===== src/rtl/branch_pkg.sv =====
// Shared encodings for the branch unit: BHT counter states, operation priority
// and the PC-to-BHT index mapping.
package branch_pkg;

  localparam logic [1:0] CNT_SNT = 2'd0;
  localparam logic [1:0] CNT_WNT = 2'd1;
  localparam logic [1:0] CNT_WT  = 2'd2;
  localparam logic [1:0] CNT_ST  = 2'd3;
  localparam logic [1:0] CNT_RST = CNT_WNT;

  // Enumeration order mirrors decode priority, highest first.
  typedef enum logic [3:0] {
    OP_NONE,
    OP_JALR,
    OP_JAL,
    OP_BEQ,
    OP_BNE,
    OP_BLT,
    OP_BGE,
    OP_BLTU,
    OP_BGEU
  } op_e;

  // Word-aligned PC bits select the counter; depth must be a power of two.
  function automatic logic [31:0] bht_index(input logic [31:0] pc, input int depth);
    return (pc >> 2) & 32'(depth - 1);
  endfunction

endpackage


===== src/rtl/branch_bht.sv =====
// Table of 2-bit saturating counters: combinational prediction read,
// one synchronous update per cycle, asynchronous reset to weakly not-taken.
module branch_bht
  import branch_pkg::*;
#(
  parameter int DEPTH = 64,
  localparam int IDX_W = $clog2(DEPTH)
) (
  input  logic             clk,
  input  logic             rst_n,
  input  logic [IDX_W-1:0] rd_idx,
  output logic             rd_pred,
  input  logic             wr_en,
  input  logic [IDX_W-1:0] wr_idx,
  input  logic             wr_taken
);

  logic [1:0] cnt_q [DEPTH];

  function automatic logic [1:0] sat_step(input logic [1:0] c, input logic up);
    if (up) return (c == CNT_ST) ? CNT_ST : c + 2'd1;
    return (c == CNT_SNT) ? CNT_SNT : c - 2'd1;
  endfunction

  // Read sees the stored value, so a same-cycle update is not forwarded.
  assign rd_pred = cnt_q[rd_idx][1];

  always_ff @(posedge clk or negedge rst_n) begin
    if (!rst_n) begin
      for (int i = 0; i < DEPTH; i++) cnt_q[i] <= CNT_RST;
    end else if (wr_en) begin
      cnt_q[wr_idx] <= sat_step(cnt_q[wr_idx], wr_taken);
    end
  end

endmodule


===== src/rtl/branch_unit.sv =====
// EX-stage branch resolution with BHT prediction and registered fetch redirect.
// Optional BRANCH_STATS_EN adds branch / mispredict counters.
module branch_unit
  import branch_pkg::*;
#(
  parameter int XLEN      = 32,
  parameter int BHT_DEPTH = 64
) (
  input  logic            clk,
  input  logic            rst_n,
  input  logic [XLEN-1:0] if_pc_i,
  output logic            if_pred_taken_o,
  input  logic            ex_valid_i,
  input  logic            flush_i,
  input  logic            beq_i,
  input  logic            bne_i,
  input  logic            blt_i,
  input  logic            bge_i,
  input  logic            bltu_i,
  input  logic            bgeu_i,
  input  logic            jal_i,
  input  logic            jalr_i,
  input  logic [XLEN-1:0] ex_pc_i,
  input  logic            ex_pred_i,
  input  logic [XLEN-1:0] rs1_i,
  input  logic [XLEN-1:0] rs2_i,
  input  logic [XLEN-1:0] imm_i,
  output logic            redirect_o,
  output logic [XLEN-1:0] redirect_pc_o,
  output logic [XLEN-1:0] link_o,
  output logic            taken_o
`ifdef BRANCH_STATS_EN
  ,
  output logic [31:0]     stat_branches_o,
  output logic [31:0]     stat_mispredicts_o
`endif
);

  localparam int IDX_W = $clog2(BHT_DEPTH);

  // ---- stage p0: decode, compare, target (combinational in EX) ----
  logic vld_p0;
  op_e  op_p0;
  assign vld_p0 = ex_valid_i & ~flush_i;

  always_comb begin
    op_p0 = OP_NONE;
    if      (jalr_i) op_p0 = OP_JALR;
    else if (jal_i)  op_p0 = OP_JAL;
    else if (beq_i)  op_p0 = OP_BEQ;
    else if (bne_i)  op_p0 = OP_BNE;
    else if (blt_i)  op_p0 = OP_BLT;
    else if (bge_i)  op_p0 = OP_BGE;
    else if (bltu_i) op_p0 = OP_BLTU;
    else if (bgeu_i) op_p0 = OP_BGEU;
  end

  logic signed [XLEN-1:0] rs1_s_p0, rs2_s_p0;
  logic eq_p0, lt_s_p0, lt_u_p0;
  assign rs1_s_p0 = rs1_i;
  assign rs2_s_p0 = rs2_i;
  assign eq_p0    = (rs1_i == rs2_i);
  assign lt_s_p0  = (rs1_s_p0 < rs2_s_p0);
  assign lt_u_p0  = (rs1_i < rs2_i);

  logic taken_p0, cond_p0, jump_p0;
  always_comb begin
    taken_p0 = 1'b0;
    cond_p0  = 1'b0;
    jump_p0  = 1'b0;
    case (op_p0)
      OP_JALR, OP_JAL: begin jump_p0 = 1'b1; taken_p0 = 1'b1; end
      OP_BEQ:  begin cond_p0 = 1'b1; taken_p0 = eq_p0;    end
      OP_BNE:  begin cond_p0 = 1'b1; taken_p0 = ~eq_p0;   end
      OP_BLT:  begin cond_p0 = 1'b1; taken_p0 = lt_s_p0;  end
      OP_BGE:  begin cond_p0 = 1'b1; taken_p0 = ~lt_s_p0; end
      OP_BLTU: begin cond_p0 = 1'b1; taken_p0 = lt_u_p0;  end
      OP_BGEU: begin cond_p0 = 1'b1; taken_p0 = ~lt_u_p0; end
      default: ;
    endcase
  end

  logic [XLEN-1:0] br_tgt_p0, jalr_sum_p0, target_p0, link_p0, redir_pc_p0;
  logic            mispred_p0, redirect_p0;
  assign br_tgt_p0   = ex_pc_i + imm_i;
  assign jalr_sum_p0 = rs1_i + imm_i;
  assign target_p0   = (op_p0 == OP_JALR) ? (jalr_sum_p0 & ~XLEN'(1)) : br_tgt_p0;
  assign link_p0     = ex_pc_i + XLEN'(4);
  assign mispred_p0  = cond_p0 & (taken_p0 != ex_pred_i);
  assign redirect_p0 = vld_p0 & (jump_p0 | mispred_p0);
  assign redir_pc_p0 = taken_p0 ? target_p0 : link_p0;

  branch_bht #(.DEPTH(BHT_DEPTH)) u_bht (
    .clk      (clk),
    .rst_n    (rst_n),
    .rd_idx   (IDX_W'(bht_index(32'(if_pc_i), BHT_DEPTH))),
    .rd_pred  (if_pred_taken_o),
    .wr_en    (vld_p0 & cond_p0),
    .wr_idx   (IDX_W'(bht_index(32'(ex_pc_i), BHT_DEPTH))),
    .wr_taken (taken_p0)
  );

  // ---- stage p1: registered resolution to fetch / writeback ----
  logic            redirect_p1, taken_p1;
  logic [XLEN-1:0] redirect_pc_p1, link_p1;

  always_ff @(posedge clk or negedge rst_n) begin
    if (!rst_n) begin
      redirect_p1    <= 1'b0;
      taken_p1       <= 1'b0;
      redirect_pc_p1 <= '0;
      link_p1        <= '0;
    end else begin
      redirect_p1 <= redirect_p0;
      taken_p1    <= vld_p0 & taken_p0;
      if (vld_p0) begin
        redirect_pc_p1 <= redir_pc_p0;
        link_p1        <= link_p0;
      end
    end
  end

  assign redirect_o    = redirect_p1;
  assign taken_o       = taken_p1;
  assign redirect_pc_o = redirect_pc_p1;
  assign link_o        = link_p1;

`ifdef BRANCH_STATS_EN
  logic [31:0] stat_br_q, stat_mis_q;
  always_ff @(posedge clk or negedge rst_n) begin
    if (!rst_n) begin
      stat_br_q  <= '0;
      stat_mis_q <= '0;
    end else if (vld_p0 & cond_p0) begin
      stat_br_q <= stat_br_q + 32'd1;
      if (mispred_p0) stat_mis_q <= stat_mis_q + 32'd1;
    end
  end
  assign stat_branches_o    = stat_br_q;
  assign stat_mispredicts_o = stat_mis_q;
`endif

endmodule


===== config.mk =====
export PLATFORM = sky130hd
export DESIGN_NAME = branch_unit
export DESIGN_NICKNAME = d
export VERILOG_FILES = /design/src/rtl/branch_pkg.sv /design/src/rtl/branch_bht.sv /design/src/rtl/branch_unit.sv
export SDC_FILE = /design/constraint.sdc
export NUM_CORES = 1
export LEC_CHECK = 0
export ABC_AREA = 1
export CAP_MARGIN = 40
export CELL_PAD_IN_SITES_DETAIL_PLACEMENT = 1
export CELL_PAD_IN_SITES_GLOBAL_PLACEMENT = 1
export CORE_ASPECT_RATIO = 0.75
export CORE_MARGIN = 2
export CORE_UTILIZATION = 39
export CTS_CLUSTER_DIAMETER = 150
export CTS_CLUSTER_SIZE = 20
export DETAILED_ROUTE_END_ITERATION = 6
export PLACE_DENSITY_LB_ADDON = 0.1
export SLEW_MARGIN = 40
export SYNTH_ARGS = -nofsm -noshare
export SYNTH_HDL_FRONTEND = slang
export SYNTH_HIERARCHICAL = 1
export SYNTH_SLANG_ARGS = --single-unit
export TNS_END_PERCENT = 30

===== constraint.sdc =====
create_clock -name clk -period 2.24 [get_ports clk]
set_input_delay 0.224 -clock clk [delete_from_list [all_inputs] [get_ports clk]]
set_output_delay 0.224 -clock clk [all_outputs]
set_load 0.005 [all_outputs]

==> impl_metrics.csv, run 1 <==
group,metric,value,unit
global_routing,grt_max_degree,56,
power_and_ir_drop,p_seq_share,30.5,%
routing,vias_per_cell,5.92,
synth,yosys.area.top_type_share,25.3,%
cts,h-tree-depth,4,
global_routing,grt_pass1_wl,138000,µm
power_and_ir_drop,power.internal,7.97,mW
layout,drive_above_1_share,33.3,%
timing,rsz0062_at_grt,"yes",
cts,clock-root-buffer,"clkbuf_16",
flow_run,drv_cap,0,
routing,drc,1,
routing,drtPass1Iterations,7,
layout,multiInputGateArea,0.0123,mm²
placed_design,gp_congestion,0.985,
power_and_ir_drop,pwr-share-clk,26.5,%
layout,fillers,5342,
cts,clock_path_buffers,2,
synth,synthAdderAreaFrac,7.36,%
timing,final_max_slew_viol_count,0,
worst_setup_path,required,2.58,ns
placed_design,portBuffers,213,
timing,setup_violations,135,
timing,worst_slack,-0.294,ns
timing,final_hold_viol_count,0,
worst_setup_path,cp.arrival,2.87,ns
synth,synth-edff-count,0,
global_routing,grt_pass1_vias,22900,
min_path,hold_path_class,"in2reg",
synth,synth_nets,2945,
synth,synth_xor_area_share,2.65,%
synth,dominantRegCellSynth,"dfrtp_1",
routing,wl_per_cell,26.2,µm
timing,max_slew_margin,53.3,%
cts,path_clk_slew,0.08,ns
timing,worstMarginPinSlew,0.699,ns
worst_setup_path,start_kind,"flip-flop",
routing,ant_nets,0,
worst_setup_path,cp_cell_sequence,"nand2_1 -> nand2_1 -> nand2_1 -> nand2_1 -> nand2_2 -> nand2_1 -> nand2_1 -> nand2_1 -> nor2_4 -> buf_6 -> nand3_4 -> buf_4 -> buf_8 -> buf_12 -> nand3_1 -> nand2_1",
global_routing,antenna_found_initial,8,
routing,vias,23200,
synth,yosys.area.top_type,"nand2_1",
synth,seq_area_frac_synth,29.9,%
layout,ff_latch_area,0.00493,mm²
global_routing,track_usage,40.8,%
layout,fin_nets,3606,
synth,ys_warn_count,6,
floorplan,dieArea,0.0441,mm²
floorplan,rows,65,
floorplan,die_width,242,µm
worst_setup_path,critPathBufInv,4,
synth,synth_cell_type_count,47,
synth,synth_top_family_by_area,"simple AND/OR/NAND/NOR gates",
synth,synth-compound-area-share,9.51,%
power_and_ir_drop,switchingPower,5.11,mW
worst_setup_path,cp_slowest_cell,"dfrtp_1",
layout,final_cell_mix,"nand2_1, buf_4, inv_1, nand3_1, nor2_1",
worst_setup_path,crit_top_cell,"nand2_1",
power_and_ir_drop,p_per_area,498,mW/mm²
routing,wl,103000,µm
power_and_ir_drop,leakagePower,13.2,nW
worst_setup_path,crit_fanout,18,
timing,clock_skew,0.0189,ns
worst_setup_path,path_delay_family,"simple AND/OR/NAND/NOR gates",
floorplan,initial_core_util,39.4,%
placed_design,dpl.hpwl,66200,µm
synth,synth_simple_gate_area_share,41.2,%
worst_setup_path,endpoint_kind,"flip-flop",
timing,fin_crit,2.53,ns
cts,clock_latency,0.49,ns
synth,syn_area_per_cell,6.18,µm²
worst_setup_path,max_stage_delay,0.47,ns
power_and_ir_drop,comb_power_share,43.0,%
cts,cts_sinks,194,
synth,synthCells,2676,
layout,layout.cells.most_common,"nand2_1",
cts,cts-buffers-inserted,17,
synth,synthMuxAreaShare,0,%
synth,async_reset_ff_share,100,%
synth,ys_ff_latch,194,
power_and_ir_drop,max-vdd-ir-drop,638,µV
global_routing,grt-ovfl-total,0,
timing,hold_slack,0.0973,ns
synth,syn_area,0.0165,mm²
run_status,status,"finished, violations left",
power_and_ir_drop,switching_share,39.0,%
timing,timing.fmax,395,MHz
floorplan,io_pins,240,
routing,drt_iter0_markers,2698,
timing,period_share,113,%
timing,fin_setup_tns,-14.21,ns
layout,area_delta_synth_final,59.0,%
cts,tritoncts,"built",
worst_setup_path,worstSetupPathType,"reg2reg",
synth,synthTopCellsByArea,"nand2_1, dfrtp_1, dfstp_2",
floorplan,fp.dieH,182,µm
run_status,violations,"design-rule violations, negative setup slack",
floorplan,core,0.0420,mm²
## per-stage QoR
step	instances	area (µm²)	util, %	setup slack (ns)	total power, mW
6_report	3924	26300	62.6	-0.294	13.1
5_1_grt	3923	26300	62.6	-0.400	13.5
4_1_cts	3914	25000	59.5	-0.369	12.4
3_5_place_dp	3845	23000	54.8	-1.09	8.43
3_3_place_gp	3845	23000	54.8	-0.972	8.28
2_1_floorplan	2676	16900	-	-0.0644	5.81
## tightest hold or removal path, delay by kind of cell
family	cells	cell delay [ns]
buf+inv	1	0.17
simple gates	2	0.16
## repair_timing
| action | in CTS | in global routing |
|---|---|---|
| gates resized for setup | 461 | 403 |
| cloned | 11 | 4 |
| endpoints found under the setup margin | 171 | 166 |
| setup buffers | 26 | 10 |
| endpoints found under the hold margin | 40 | 0 |
| pin swaps | 88 | 82 |
| hold buffers | 1 | 0 |
## routing by layer
layer / up-vias / share of wire, % / track usage [%]
met1: 11500 / 41 / 57.8
met4: 8 / 4.1 / 12.3
met3: 362 / 11 / 8.76
met5: - / 0.056 / 0
li1: 9822 / - / -
met2: 1535 / 43 / 62.1
## cell usage after synthesis (3+ instances only)
master / n
dfrtp_1: 130
buf_4: 10
o21bai_1: 11
o211ai_1: 12
nor2_1: 224
dfstp_2: 64
xor2_1: 32
o21a_1: 7
buf_2: 30
xnor2_1: 18
nand2_1: 1113
nor2_2: 3
nand4_1: 43
a21boi_0: 3
inv_2: 3
nand3b_1: 6
buf_6: 4
inv_1: 302
or2_2: 5
o21ai_1: 3
a21o_1: 12
ha_1: 94
buf_1: 4
a21oi_1: 107
nor3_1: 40
clkbuf_1: 32
o22ai_1: 5
nor4_1: 11
nand3_1: 204
o221ai_1: 4
o21ai_0: 117
nand2_2: 4
## worst paths after layout
| kind | start | endpoint | slack [ns] | cells past startpoint |
|---|---|---|---|---|
| max | u_bht/cnt_q[119]$_DFFE_PN0P_ | u_bht/cnt_q[11]$_DFFE_PN0P_ | -0.29 | 16 |
| min | ex_pc_i[0] | link_o[0]$_DFFE_PN0P_ | 0.1 | 3 |
| max reg2reg | u_bht/cnt_q[119]$_DFFE_PN0P_ | u_bht/cnt_q[11]$_DFFE_PN0P_ | -0.29 | 16 |
| min reg2reg | u_bht/cnt_q[44]$_DFFE_PN1P_ | u_bht/cnt_q[44]$_DFFE_PN1P_ | 0.47 | 2 |
| max in group asynchronous | rst_n | u_bht/cnt_q[106]$_DFFE_PN1P_ | 1.04 | 3 |
| min in group asynchronous | rst_n | redirect_o$_DFF_PN0_ | 0.33 | 2 |
## state kept, by name, summed over array words and instances (netlist names)
register	count
u_bht/cnt_q	128
link_o	32
redirect_pc_o	32
redirect_o	1
taken_o	1
## power by group through the flow
| stage | logic (mW) | registers [mW] | clock network [mW] |
|---|---|---|---|
| global placement | 4.26 | 4.02 | 0 |
| finish | 5.62 | 3.99 | 3.47 |
| detailed placement | 4.40 | 4.03 | 0 |
| CTS | 4.92 | 3.98 | 3.46 |
| floorplan | 1.83 | 3.97 | 0 |
| global route | 5.86 | 4.00 | 3.61 |
## area by class of cell
type                            instances  share of cell area [%]
Multi-Input combinational cell       2095                    46.9
Timing Repair Buffer                  722                    24.6
Sequential cell                       194                    18.8
Inverter                              307                    4.49
Tap cell                              569                    2.71
Clock buffer                           18                    1.71
Clock inverter                         14                   0.771
Antenna cell                            5                  0.0476
## cells by family (layout without fill, tap and decap cells)
kind of cell / count (synthesis) / in the layout
buffers and inverters: 387 / 1061
AO/OA/AOI/OAI: 285 / 285
other: 0 / 5
AND/OR/NAND/NOR: 1664 / 1664
adder cells (fa/ha/maj): 96 / 96
XOR/XNOR: 50 / 50
flip-flops: 194 / 194
No activity file was read; power rests on OpenSTA's default activity.
==> run 2: changes to the inputs <==
--- a/config.mk
+++ b/config.mk
@@ -10,7 +10,6 @@
 export CELL_PAD_IN_SITES_DETAIL_PLACEMENT = 1
 export CELL_PAD_IN_SITES_GLOBAL_PLACEMENT = 1
 export CORE_ASPECT_RATIO = 0.75
-export CORE_MARGIN = 2
 export CORE_UTILIZATION = 39
 export CTS_CLUSTER_DIAMETER = 150
 export CTS_CLUSTER_SIZE = 20
==> run 2 against run 1 <==
The run still ends with design-rule violations, negative setup slack left. Fmax decreased by 3.4%. Largest cell class unchanged. Final area down 0.91%. Sequential cell count stayed put. Via count grew 1.5%. Final cell count shrank 0.51%. Die area fell by 1.9%. Clock power shrank 5.8%. Sequential share of layout area grew 0.17 points. Wire length is 2.5% higher. Clock skew is 0.0078 ns lower. Critical path depth is the same.
==> impl_metrics.csv, run 2 (same netlist as run 1, synthesis figures left out) <==
group,metric,value,unit
routing,vias,23600,
layout,drive_above_1_share,31.7,%
routing,vias_per_cell,6.04,
worst_setup_path,max_stage_delay,0.49,ns
worst_setup_path,critPathBufInv,8,
layout,area_delta_synth_final,57.5,%
timing,hold_slack,0.393,ns
routing,wl,105000,µm
cts,tritoncts,"built",
layout,regMostFlops,"u_bht/cnt_q",
global_routing,antenna_found_initial,9,
cts,h-tree-depth,4,
cts,cts-buffers-inserted,17,
floorplan,fp.dieH,180,µm
placed_design,gp_congestion,0.966,
routing,drtPass1Iterations,7,
run_status,status,"finished, violations left",
worst_setup_path,cp_cell_sequence,"clkdlybuf4s50_1 -> nor2_1 -> a21oi_2 -> inv_1 -> nor2_2 -> nand2_1 -> a21oi_2 -> buf_4 -> clkinv_1 -> buf_4 -> buf_4 -> nor3_1 -> buf_4 -> inv_1 -> nand2_1 -> nand2_1",
worst_setup_path,crit_fanout,8,
min_path,hold_path_class,"in2async",
worst_setup_path,start_kind,"primary input",
power_and_ir_drop,p_per_area,491,mW/mm²
cts,clock-root-buffer,"clkbuf_16",
layout,final_cell_mix,"nand2_1, buf_4, inv_1, nand3_1, nor2_1",
global_routing,grt-ovfl-total,0,
global_routing,track_usage,41.5,%
floorplan,io_pins,240,
timing,worst_slack,-0.383,ns
worst_setup_path,worstSetupPathType,"in2reg",
timing,worstMarginPinSlew,0.670,ns
flow_run,drv_cap,0,
routing,wl_per_cell,27.0,µm
power_and_ir_drop,leakagePower,13.0,nW
cts,cts_sinks,194,
cts,clock_latency,0.46,ns
floorplan,core,0.0412,mm²
timing,rsz0062_at_grt,"yes",
floorplan,initial_core_util,40.1,%
timing,period_share,117,%
routing,ant_nets,0,
layout,fin_nets,3596,
cts,clock_path_buffers,2,
worst_setup_path,cp_slowest_cell,"clkdlybuf4s50_1",
worst_setup_path,crit_top_cell,"buf_4",
placed_design,place_ws,-1.08,ns
timing,max_slew_margin,55.3,%
floorplan,dieArea,0.0432,mm²
timing,setup_violations,163,
global_routing,grt_max_degree,69,
floorplan,die_width,240,µm
global_routing,grt_pass1_vias,23000,
worst_setup_path,path_delay_family,"buffers and inverters",
worst_setup_path,required,2.58,ns
timing,final_max_slew_viol_count,0,
run_status,violations,"design-rule violations, negative setup slack",
timing,fin_crit,2.62,ns
power_and_ir_drop,max-vdd-ir-drop,649,µV
global_routing,grt_pass1_wl,137000,µm
placed_design,portBuffers,213,
routing,drt_iter0_markers,2890,
timing,timing.fmax,381,MHz
worst_setup_path,cp.arrival,2.96,ns
placed_design,dpl.hpwl,64000,µm
timing,final_hold_viol_count,0,
timing,fin_setup_tns,-30.92,ns
cts,path_clk_slew,0.08,ns
worst_setup_path,endpoint_kind,"flip-flop",
routing,drc,2,
floorplan,rows,64,
layout,layout.cells.most_common,"nand2_1",
layout,largest_register_ffs,128,
timing,clock_skew,0.0111,ns
-- run 2: changes by cell type in the layout (fill, tap and decap cells not counted), sizes merged --
| cell | previous run | this run |
|---|---|---|
| clkinvlp | 1 | 3 |
| clkdlybuf4s15 | 1 | 6 |
| buf | 550 | 530 |
| clkinv | 8 | 2 |
| clkbuf | 46 | 41 |
| clkdlybuf4s50 | 95 | 94 |
| diode | 5 | 3 |
| dlymetal6s2s | 31 | 39 |
| dlygate4sd2 | 15 | 21 |
| bufbuf | 1 | 0 |
| inv | 311 | 313 |
-- run 2: final cells by class --
cell class	instances	area, µm²
clock inverter	12	121
tap	561	702
timing repair buffer	712	6340
sequential	194	4930
fill	5249	15200
clock buffer	20	457
antenna	3	7.51
inverter	307	1170
multi-input combinational	2095	12300
-- run 2: power breakdown --
part | switching (mW) | total, mW | internal (mW) | leakage, nW
logic | 3.10 | 5.49 | 2.39 | 10.4
registers | 0.256 | 4.04 | 3.78 | 2.37
clock network | 1.64 | 3.27 | 1.63 | 0.277
-- run 2: worst paths after layout --
| kind | depth (start not counted) | slack [ns] | startpoint | to |
|---|---|---|---|---|
| min reg2reg | 2 | 0.48 | u_bht/cnt_q[50]$_DFFE_PN1P_ | u_bht/cnt_q[50]$_DFFE_PN1P_ |
| max | 16 | -0.38 | jal_i | u_bht/cnt_q[5]$_DFFE_PN0P_ |
| min in group clk | 4 | 0.40 | ex_pc_i[0] | link_o[0]$_DFFE_PN0P_ |
| max in group asynchronous | 3 | 1.04 | rst_n | link_o[27]$_DFFE_PN0P_ |
| max reg2reg | 15 | -0.29 | u_bht/cnt_q[15]$_DFFE_PN0P_ | u_bht/cnt_q[105]$_DFFE_PN0P_ |
| min | 2 | 0.39 | rst_n | u_bht/cnt_q[115]$_DFFE_PN0P_ |
-- run 2: timing repair --
item                                    CTS  global route
endpoints found under the setup margin  167           170
hold buffers                              1             0
buffers inserted                         16            13
pin swaps                                81            85
hold endpoints to repair                 39             0
gates resized for setup                 372           373
cloned                                   10             0
-- run 2: metal layers --
layer	part of all wire, %	global-route usage (%)	routed length [µm]	vias up
met5	0.080	0	84	-
met2	43	64.0	45600	1741
met4	6.5	14.0	6810	8
met1	38	56.9	40100	11400
met3	12	9.19	12700	579
li1	-	-	-	9842
-- run 2: worst reg2reg max path: cells and delay by family (launching register included) --
| kind | cells | cell delay [ns] |
|---|---|---|
| buffers and inverters | 1 | 0.20 |
| flip-flops | 1 | 0.43 |
| AND/OR/NAND/NOR | 14 | 1.80 |
-- run 2: metrics by stage --
stage	cell area, µm²	utilization, %	std cells	total power [mW]
2_1_floorplan	16900	-	2676	5.81
3_3_place_gp	23000	55.8	3833	8.13
3_5_place_dp	23000	55.8	3833	8.31
4_1_cts	24700	60.0	3892	11.9
5_1_grt	26000	63.1	3903	13.1
6_report	26000	63.1	3904	12.8
